==> src/rtl/fft_pkg.sv <==
// Shared FFT datapath constants and the packed complex sample type.
`default_nettype none

package fft_pkg;

  localparam int DW        = 16;
  localparam int Q15_SHIFT = 15;
  localparam int SAT_MAX   = 32767;
  localparam int SAT_MIN   = -32768;

  typedef struct packed {
    logic signed [15:0] re;
    logic signed [15:0] im;
  } cplx16_t;

endpackage

`default_nettype wire

==> src/rtl/fft_round_sat.sv <==
// Round-half-up, arithmetic right shift by SHIFT and clamp of a 33-bit sum to 16 bits.
`default_nettype none

module fft_round_sat
  import fft_pkg::*;
#(
  parameter int SHIFT = Q15_SHIFT
) (
  input  logic [32:0] i_sum,
  output logic [15:0] o_res,
  output logic        o_sat
);

  localparam logic signed [32:0] c_rnd   = 33'sd1 <<< (SHIFT - 1);
  localparam logic signed [32:0] c_max   = 33'(SAT_MAX);
  localparam logic signed [32:0] c_min   = 33'(SAT_MIN);
  localparam logic        [15:0] c_max16 = 16'(SAT_MAX);
  localparam logic        [15:0] c_min16 = 16'(SAT_MIN);

  logic signed [32:0] w_rnd;
  logic signed [32:0] w_shr;

  assign w_rnd = $signed(i_sum) + c_rnd;
  assign w_shr = w_rnd >>> SHIFT;

  always_comb begin
    o_res = w_shr[15:0];
    o_sat = 1'b0;
    if (w_shr > c_max) begin
      o_res = c_max16;
      o_sat = 1'b1;
    end else if (w_shr < c_min) begin
      o_res = c_min16;
      o_sat = 1'b1;
    end
  end

endmodule

`default_nettype wire

==> src/rtl/mul_tc_16_16.sv <==
// 16x16 two's-complement multiplier (Booth/Wallace macro), combinational, full 32-bit product.
`default_nettype none

module mul_tc_16_16 (
  input  logic [15:0] i_a,
  input  logic [15:0] i_b,
  output logic [31:0] o_p
);

  assign o_p = $signed(i_a) * $signed(i_b);

endmodule

`default_nettype wire

==> src/rtl/fft_twiddle_cmul.sv <==
// 3-stage complex multiplier x*w with Q1.15 rounding/saturation and a global-stall handshake.
// Optional FFT_TWIDDLE_CONJ_EN adds a per-beat 'conj' input that multiplies by conj(w) instead.
`default_nettype none

module fft_twiddle_cmul #(
  parameter int DW    = 16,
  parameter int SHIFT = 15
) (
  input  logic          clk,
  input  logic          rst,
  input  logic          in_valid,
  output logic          in_ready,
  input  logic          in_last,
  input  logic [DW-1:0] x_re,
  input  logic [DW-1:0] x_im,
  input  logic [DW-1:0] w_re,
  input  logic [DW-1:0] w_im,
`ifdef FFT_TWIDDLE_CONJ_EN
  input  logic          conj,
`endif
  output logic          out_valid,
  input  logic          out_ready,
  output logic [DW-1:0] out_re,
  output logic [DW-1:0] out_im,
  output logic          out_last,
  output logic          sat_flag
);

  import fft_pkg::*;

  if (DW != fft_pkg::DW) begin : g_dw_check
    $error("fft_twiddle_cmul: DW must be 16 to match mul_tc_16_16");
  end

  logic    w_stall;
  logic    w_adv;
  logic    w_conj_in;

  logic    r1_v, r1_last, r1_conj;
  cplx16_t r1_x, r1_w;

  logic        r2_v, r2_last, r2_conj;
  logic [31:0] r2_rr, r2_ii, r2_ri, r2_ir;
  logic [31:0] w_rr, w_ii, w_ri, w_ir;

  logic [32:0] w_re_sum, w_im_sum;
  logic [15:0] w_re_rs, w_im_rs;
  logic        w_re_sat, w_im_sat;

  logic        r3_v, r3_last, r3_sat;
  logic [15:0] r3_re, r3_im;

`ifdef FFT_TWIDDLE_CONJ_EN
  assign w_conj_in = conj;
`else
  assign w_conj_in = 1'b0;
`endif

  // Whole pipeline freezes only when the output beat is held back; in_ready follows out_ready combinationally.
  assign w_stall  = r3_v & ~out_ready;
  assign w_adv    = ~w_stall;
  assign in_ready = w_adv;

  always_ff @(posedge clk or posedge rst) begin
    if (rst) begin
      r1_v    <= 1'b0;
      r1_last <= 1'b0;
      r1_conj <= 1'b0;
      r1_x    <= '0;
      r1_w    <= '0;
    end else if (w_adv) begin
      r1_v <= in_valid;
      if (in_valid) begin
        r1_last <= in_last;
        r1_conj <= w_conj_in;
        r1_x    <= '{re: x_re, im: x_im};
        r1_w    <= '{re: w_re, im: w_im};
      end
    end
  end

  mul_tc_16_16 u_mul_rr (.i_a(r1_x.re), .i_b(r1_w.re), .o_p(w_rr));
  mul_tc_16_16 u_mul_ii (.i_a(r1_x.im), .i_b(r1_w.im), .o_p(w_ii));
  mul_tc_16_16 u_mul_ri (.i_a(r1_x.re), .i_b(r1_w.im), .o_p(w_ri));
  mul_tc_16_16 u_mul_ir (.i_a(r1_x.im), .i_b(r1_w.re), .o_p(w_ir));

  always_ff @(posedge clk or posedge rst) begin
    if (rst) begin
      r2_v    <= 1'b0;
      r2_last <= 1'b0;
      r2_conj <= 1'b0;
      r2_rr   <= '0;
      r2_ii   <= '0;
      r2_ri   <= '0;
      r2_ir   <= '0;
    end else if (w_adv) begin
      r2_v    <= r1_v;
      r2_last <= r1_last;
      r2_conj <= r1_conj;
      r2_rr   <= w_rr;
      r2_ii   <= w_ii;
      r2_ri   <= w_ri;
      r2_ir   <= w_ir;
    end
  end

  // Conjugation swaps add/sub rather than negating w_im, so w_im = -32768 stays exact.
  always_comb begin
    w_re_sum = {r2_rr[31], r2_rr} - {r2_ii[31], r2_ii};
    w_im_sum = {r2_ri[31], r2_ri} + {r2_ir[31], r2_ir};
    if (r2_conj) begin
      w_re_sum = {r2_rr[31], r2_rr} + {r2_ii[31], r2_ii};
      w_im_sum = {r2_ir[31], r2_ir} - {r2_ri[31], r2_ri};
    end
  end

  fft_round_sat #(.SHIFT(SHIFT)) u_rs_re (.i_sum(w_re_sum), .o_res(w_re_rs), .o_sat(w_re_sat));
  fft_round_sat #(.SHIFT(SHIFT)) u_rs_im (.i_sum(w_im_sum), .o_res(w_im_rs), .o_sat(w_im_sat));

  always_ff @(posedge clk or posedge rst) begin
    if (rst) begin
      r3_v    <= 1'b0;
      r3_last <= 1'b0;
      r3_sat  <= 1'b0;
      r3_re   <= '0;
      r3_im   <= '0;
    end else if (w_adv) begin
      r3_v    <= r2_v;
      r3_last <= r2_v & r2_last;
      r3_sat  <= r2_v & (w_re_sat | w_im_sat);
      r3_re   <= w_re_rs;
      r3_im   <= w_im_rs;
    end
  end

  assign out_valid = r3_v;
  assign out_last  = r3_last;
  assign sat_flag  = r3_sat;
  assign out_re    = r3_re;
  assign out_im    = r3_im;

endmodule

`default_nettype wire

==> config.mk <==
export PLATFORM = sky130hd
export DESIGN_NAME = fft_twiddle_cmul
export DESIGN_NICKNAME = d
export VERILOG_FILES = /design/src/rtl/fft_pkg.sv /design/src/rtl/fft_round_sat.sv /design/src/rtl/mul_tc_16_16.sv /design/src/rtl/fft_twiddle_cmul.sv
export SDC_FILE = /design/constraint.sdc
export NUM_CORES = 2
export LEC_CHECK = 0
export BUFFER_PORTS_ARGS = -buffer_cell sky130_fd_sc_hd__buf_2
export CAP_MARGIN = 10
export CORE_ASPECT_RATIO = 0.6
export CORE_MARGIN = 2
export CORE_UTILIZATION = 58
export DETAILED_ROUTE_END_ITERATION = 8
export PLACE_DENSITY = 0.76
export SYNTH_ARGS = -nofsm -noshare
export SYNTH_HDL_FRONTEND = slang
export SYNTH_SLANG_ARGS = --single-unit
==> constraint.sdc <==
create_clock -name clk -period 9.6 [get_ports clk]
set_input_delay 1.44 -clock clk [delete_from_list [all_inputs] [get_ports clk]]
set_output_delay 1.44 -clock clk [all_outputs]
set_load 0.005 [all_outputs]
-- Word level (Yosys, flattened, before mapping)
Cells that the tools add are included.
Widths: inputs -> output; s select.
- register bits after elaboration: 231
- output and inout port bits: 36
- logic and storage cells: 44
- $add $sub $neg: 4
- multiply operators: 4
- order comparisons: 4
- muxes and demuxes: 8
- bitwise gates (word level): 6
- reduce and logical (&&, ||, !) cells: 1
- operators with widths (cell ; count):
    $mul 16x16->32 ; 4
    $add 33x16->33 const B ; 2
    $mux 16 ; 4
    $gt 18x16->1 const B ; 2
    $lt 18x16->1 const B ; 2
    $add 32x32->33 ; 1
    $sub 32x32->33 ; 1
    $mux 1 ; 4
    $and 1x1->1 ; 3
    $not 1->1 ; 2
    $reduce_and 2->1 ; 1
    $or 1x1->1 ; 1

-- Longest topological paths before layout
- depth after elaboration: 7
- mapped depth: 26
- mapped depth without buffers: 24

-- Modules after synthesis
A second synthesis with hierarchy kept.
- cell total of the unflattened synthesis: 5942
- area, all modules: 53367.4 sq um
- by module, submodules not included (module ; times used ; cells an instance ; area an instance (sq um)):
    mul_tc_16_16 (u_mul_ir ...) ; 2 ; 1106 ; 9963.3
    fft_twiddle_cmul ; 1 ; 1305 ; 11987.7
    mul_tc_16_16 (u_mul_ii) ; 1 ; 1129 ; 10012.1
    mul_tc_16_16 (u_mul_rr) ; 1 ; 1088 ; 9887.0
    fft_round_sat ; 2 ; 104 ; 777.0

-- Least setup slack after synthesis
OpenSTA, ideal clock, no wires.
- path kind: register to register
- start point: reg r1_x[26] (netlist bit)
- end point: reg r2_rr[30]
- setup time: 0.123 ns
- arrival: 6.177 ns
- setup slack: 3.300 ns
- stages on the path, launching flop included: 24
- buffers on the path: 2
- period minus slack after synthesis: 6.300 ns
- cells stage by stage: dfrtp_1 clkbuf_1 nand2_1 fa_1 fa_1 inv_1 fa_1 inv_1 fa_1 fa_1 fa_1 inv_1 ha_1 clkbuf_1 nand3_1 nand2_1 a31o_2 a21oi_1 a21oi_1 o41ai_1 o221ai_1 a211oi_2 a21oi_1 o221a_2
- longest elaborated chain between the ends: 1
- RTL lines (element ; line ; source):
    start, declared ; fft_twiddle_cmul.sv:40 ; cplx16_t r1_x, r1_w;
    start signal, assigned ; fft_twiddle_cmul.sv:76 ; r1_x <= '{re: x_re, im: x_im};
    $mul 16x16->32 ; mul_tc_16_16.sv:10 ; assign o_p = $signed(i_a) * $signed(i_b);
    end signal, assigned ; fft_twiddle_cmul.sv:100 ; r2_rr <= w_rr;
    end, declared ; fft_twiddle_cmul.sv:43 ; logic [31:0] r2_rr, r2_ii, r2_ri, r2_ir;
Every way passes these cells.
A chain may end at the register's enable or synchronous reset.

-- Worst setup path in the final report
- start point: reg r1_w[20] (netlist bit)
- end point: reg r2_rr[30]
- longest elaborated chain between the ends: 1
- RTL lines (element ; line ; source):
    start, declared ; fft_twiddle_cmul.sv:40 ;
    start signal, assigned ; fft_twiddle_cmul.sv:77 ; r1_w <= '{re: w_re, im: w_im};
    $mul 16x16->32 ; mul_tc_16_16.sv:10 ;
Every way passes these cells.

==> impl_metrics.tcl <==
set metrics [dict create \
    wl_per_cell_microns 20.14 \
    syn_inst 5414 \
    synth_mux_area_share_pct 1.514 \
    fillerInstances 7074 \
    cp-end-kind "flop" \
    postRouteAntennaNets 0 \
    multiInputGateArea_sq_mm 0.03937 \
    maxCapViolCount 0 \
    syn-cell-area_sq_mm 0.05049 \
    io_pins 105 \
    cts_hold_repair.buffers 0 \
    cts-resized-gates 0 \
    cts_tree "built" \
    setup_tns_ps 0 \
    whs_ps 460.3 \
    cts.path.max_buffers 3 \
    grt_max_degree 135 \
    die_h_microns 232.5 \
    die-area_sq_mm 0.08951 \
    portBuffers 104 \
    synth-warning-count 0 \
    firstDrtPassIters 7 \
    worst-path-max-fanout 33 \
    synth_ff_type "dfrtp_1" \
    synthSimpleGateAreaFrac_pct 14.46 \
    tightest_slew_ps 1318 \
    netlist-cell-type-count 74 \
    ys_ff_latch 231 \
    synthAdderAreaFrac_pct 52.70 \
    layout_common_cells "1181 x inv_1, 1048 x fa_1, 661 x nand2_1" \
    place_hpwl_mm 106.5 \
    path_cells "nand2_1, fa_1, fa_1, inv_1, fa_1, inv_1, fa_1, fa_1, fa_1, inv_1, ha_1, a21oi_1, nand2_1, a31o_2, a21oi_1, a21oi_1, o41ai_1, o221ai_1, a211oi_2, a21oi_1, o221a_2" \
    status "finished clean" \
    cts_made_buffers 28 \
    drc 0 \
    synthXorXnorAreaFrac_pct 2.949 \
    syn_avg_cell_area_sq_um 9.326 \
    htreeDepth 1 \
    regArea_sq_mm 0.005781 \
    avgViaCountPerCell 5.538 \
    fin_crit_sh_pct 79.97 \
    clk_pin_slew_ps 90 \
    vias 36255 \
    grt_antenna_before_repair 6 \
    critPathMostFrequentCell "fa_1" \
    pre_cts_ws_ps 2172 \
    synth_compound_area_share_pct 6.329 \
    cp_slowest_cell "dfrtp_1" \
    finalHoldViolCount 0 \
    critical_path.top_delay_family "adder cells" \
    drv_slew 0 \
    syn2layout_area_growth_pct 5.142 \
    gp_congestion 0.9382 \
    worst_ep_arrival_time_ps 8180 \
    rows 83 \
    start_util_pct 58.79 \
    maxSlewHeadroom_pct 12.14 \
    gr-usage-all-layers_pct 31.09 \
    clock_latency_ps 640 \
    gr-total-overflow 0 \
    clkSinkCount 231 \
    syn_nets 6981 \
    required_ps 10100 \
    critPathLaunchType "flop" \
    routed_wl_mm 131.9 \
    antennaDiodeCount 0 \
    die_w_microns 384.9 \
    crit_path_max_incr_delay_ps 1220 \
    core_sq_mm 0.08588 \
    finalCriticalPeriod_ps 7677 \
    grt_pass1_vias 38278 \
    clock_skew_ps 41.03 \
    nets 6945 \
    layout_commonest_cell "inv_1" \
    drive_gt1_share_pct 5.927 \
    setup_slack_ps 1923 \
    synth-edff-count 0 \
    hp-class "flop to flop" \
    postSynth.asyncResetShare_pct 100.0 \
    crit_buf_inv 3 \
    cts-root-buf "clkbuf_16" \
    post-cts-setup-buffer-count 0 \
    rsz0062_at_grt "false" \
    crit_type "flop to flop" \
    grt_pass1_wl_mm 215.7 \
    max_freq_mhz 130.3 \
    synth_top_family_by_area "adder cells" \
    setup_violations 0 \
    drt_iter0_markers 3100 \
    reg2reg_slack_ps 1920 \
    yosysSeqAreaShare_pct 11.45 \
]
[cell families after synthesis]
family          Yosys count
mux                      68
compound gates          513
buf+inv                1423
xor+xnor                170
fa+ha+maj              1498
simple gates           1511
flops                   231
[per-layer routing]
layer  global-route usage (%)  vias up  routed length [microns]
li1                         -    16173                        -
met1                    47.73    18165                    59250
met2                    42.56     1762                    52620
met3                    11.19      153                    17630
met4                    5.005        2                     2313
met5                        0        -                       54
[flip-flops by register name (all words and copies together) (netlist names)]
register,flops
out_last,1
r2_ri,32
r2_v,1
out_re,16
r2_ir,32
r1_v,1
sat_flag,1
out_im,16
r2_rr,32
r1_last,1
r2_ii,32
r1_w,32
r2_last,1
out_valid,1
r1_x,32
[worst min-delay path: stages (launching register included)]
cell and delay [ps]:
dfrtp_1 340, nand2_1 50, nand2_1 40
[synthesized netlist by cell type, drive strengths merged, types with 5 or more instances]
cell	number	area share [%]
a2111oi	5	0.11
a211o	7	0.12
a211oi	20	0.33
a21o	57	0.85
a21oi	172	1.7
a31oi	37	0.47
a41oi	5	0.087
and2	490	6.1
and3	12	0.15
buf	6	0.067
clkbuf	234	1.7
dfrtp	231	11
fa	1048	42
ha	450	11
inv	1182	8.8
mux2	67	1.5
nand2	662	4.9
nand2b	36	0.45
nand3	35	0.35
nand4	17	0.22
nor2	194	1.4
nor2b	15	0.19
nor3	15	0.15
nor3b	5	0.074
o21a	16	0.24
o21ai	123	1.2
o21bai	19	0.28
o31ai	14	0.23
or2	7	0.087
or3	6	0.074
xnor2	114	2.0
xor2	56	0.97
[through the flow]
stage               util [%]  instance area (sq um)  cells
floorplan                  -                  50490   5414
global placement       60.68                  52110   6495
detailed placement     60.68                  52110   6495
CTS                    61.81                  53090   6546
global route           61.81                  53090   6546
finish                 61.81                  53090   6546
[final timing paths]
kind	start	depth (start not counted)	endpoint
worst max-delay path	r1_w[20]$_DFFE_PP0P_	21	r2_rr[30]$_DFFE_PP0N_
worst min-delay path	out_last$_DFFE_PP0N_	2	out_last$_DFFE_PP0N_
worst max register to register	r1_w[20]$_DFFE_PP0P_	21	r2_rr[30]$_DFFE_PP0N_
worst min register to register	out_last$_DFFE_PP0N_	2	out_last$_DFFE_PP0N_
max in group asynchronous	rst	3	r2_ri[6]$_DFFE_PP0N_
min in group asynchronous	rst	2	out_re[8]$_DFFE_PP0N_
[final cells by class]
type	instances	area share, %
Clock buffer	31	1.379
Clock inverter	20	0.4572
Inverter	1183	8.388
Multi-Input combinational cell	3760	74.17
Sequential cell	231	10.89
Tap cell	1147	2.703
Timing Repair Buffer	174	2.017
Power is left out: the tool's default activity adds up to more than one toggle a clock period on the data nets, which glitch-free logic cannot reach.
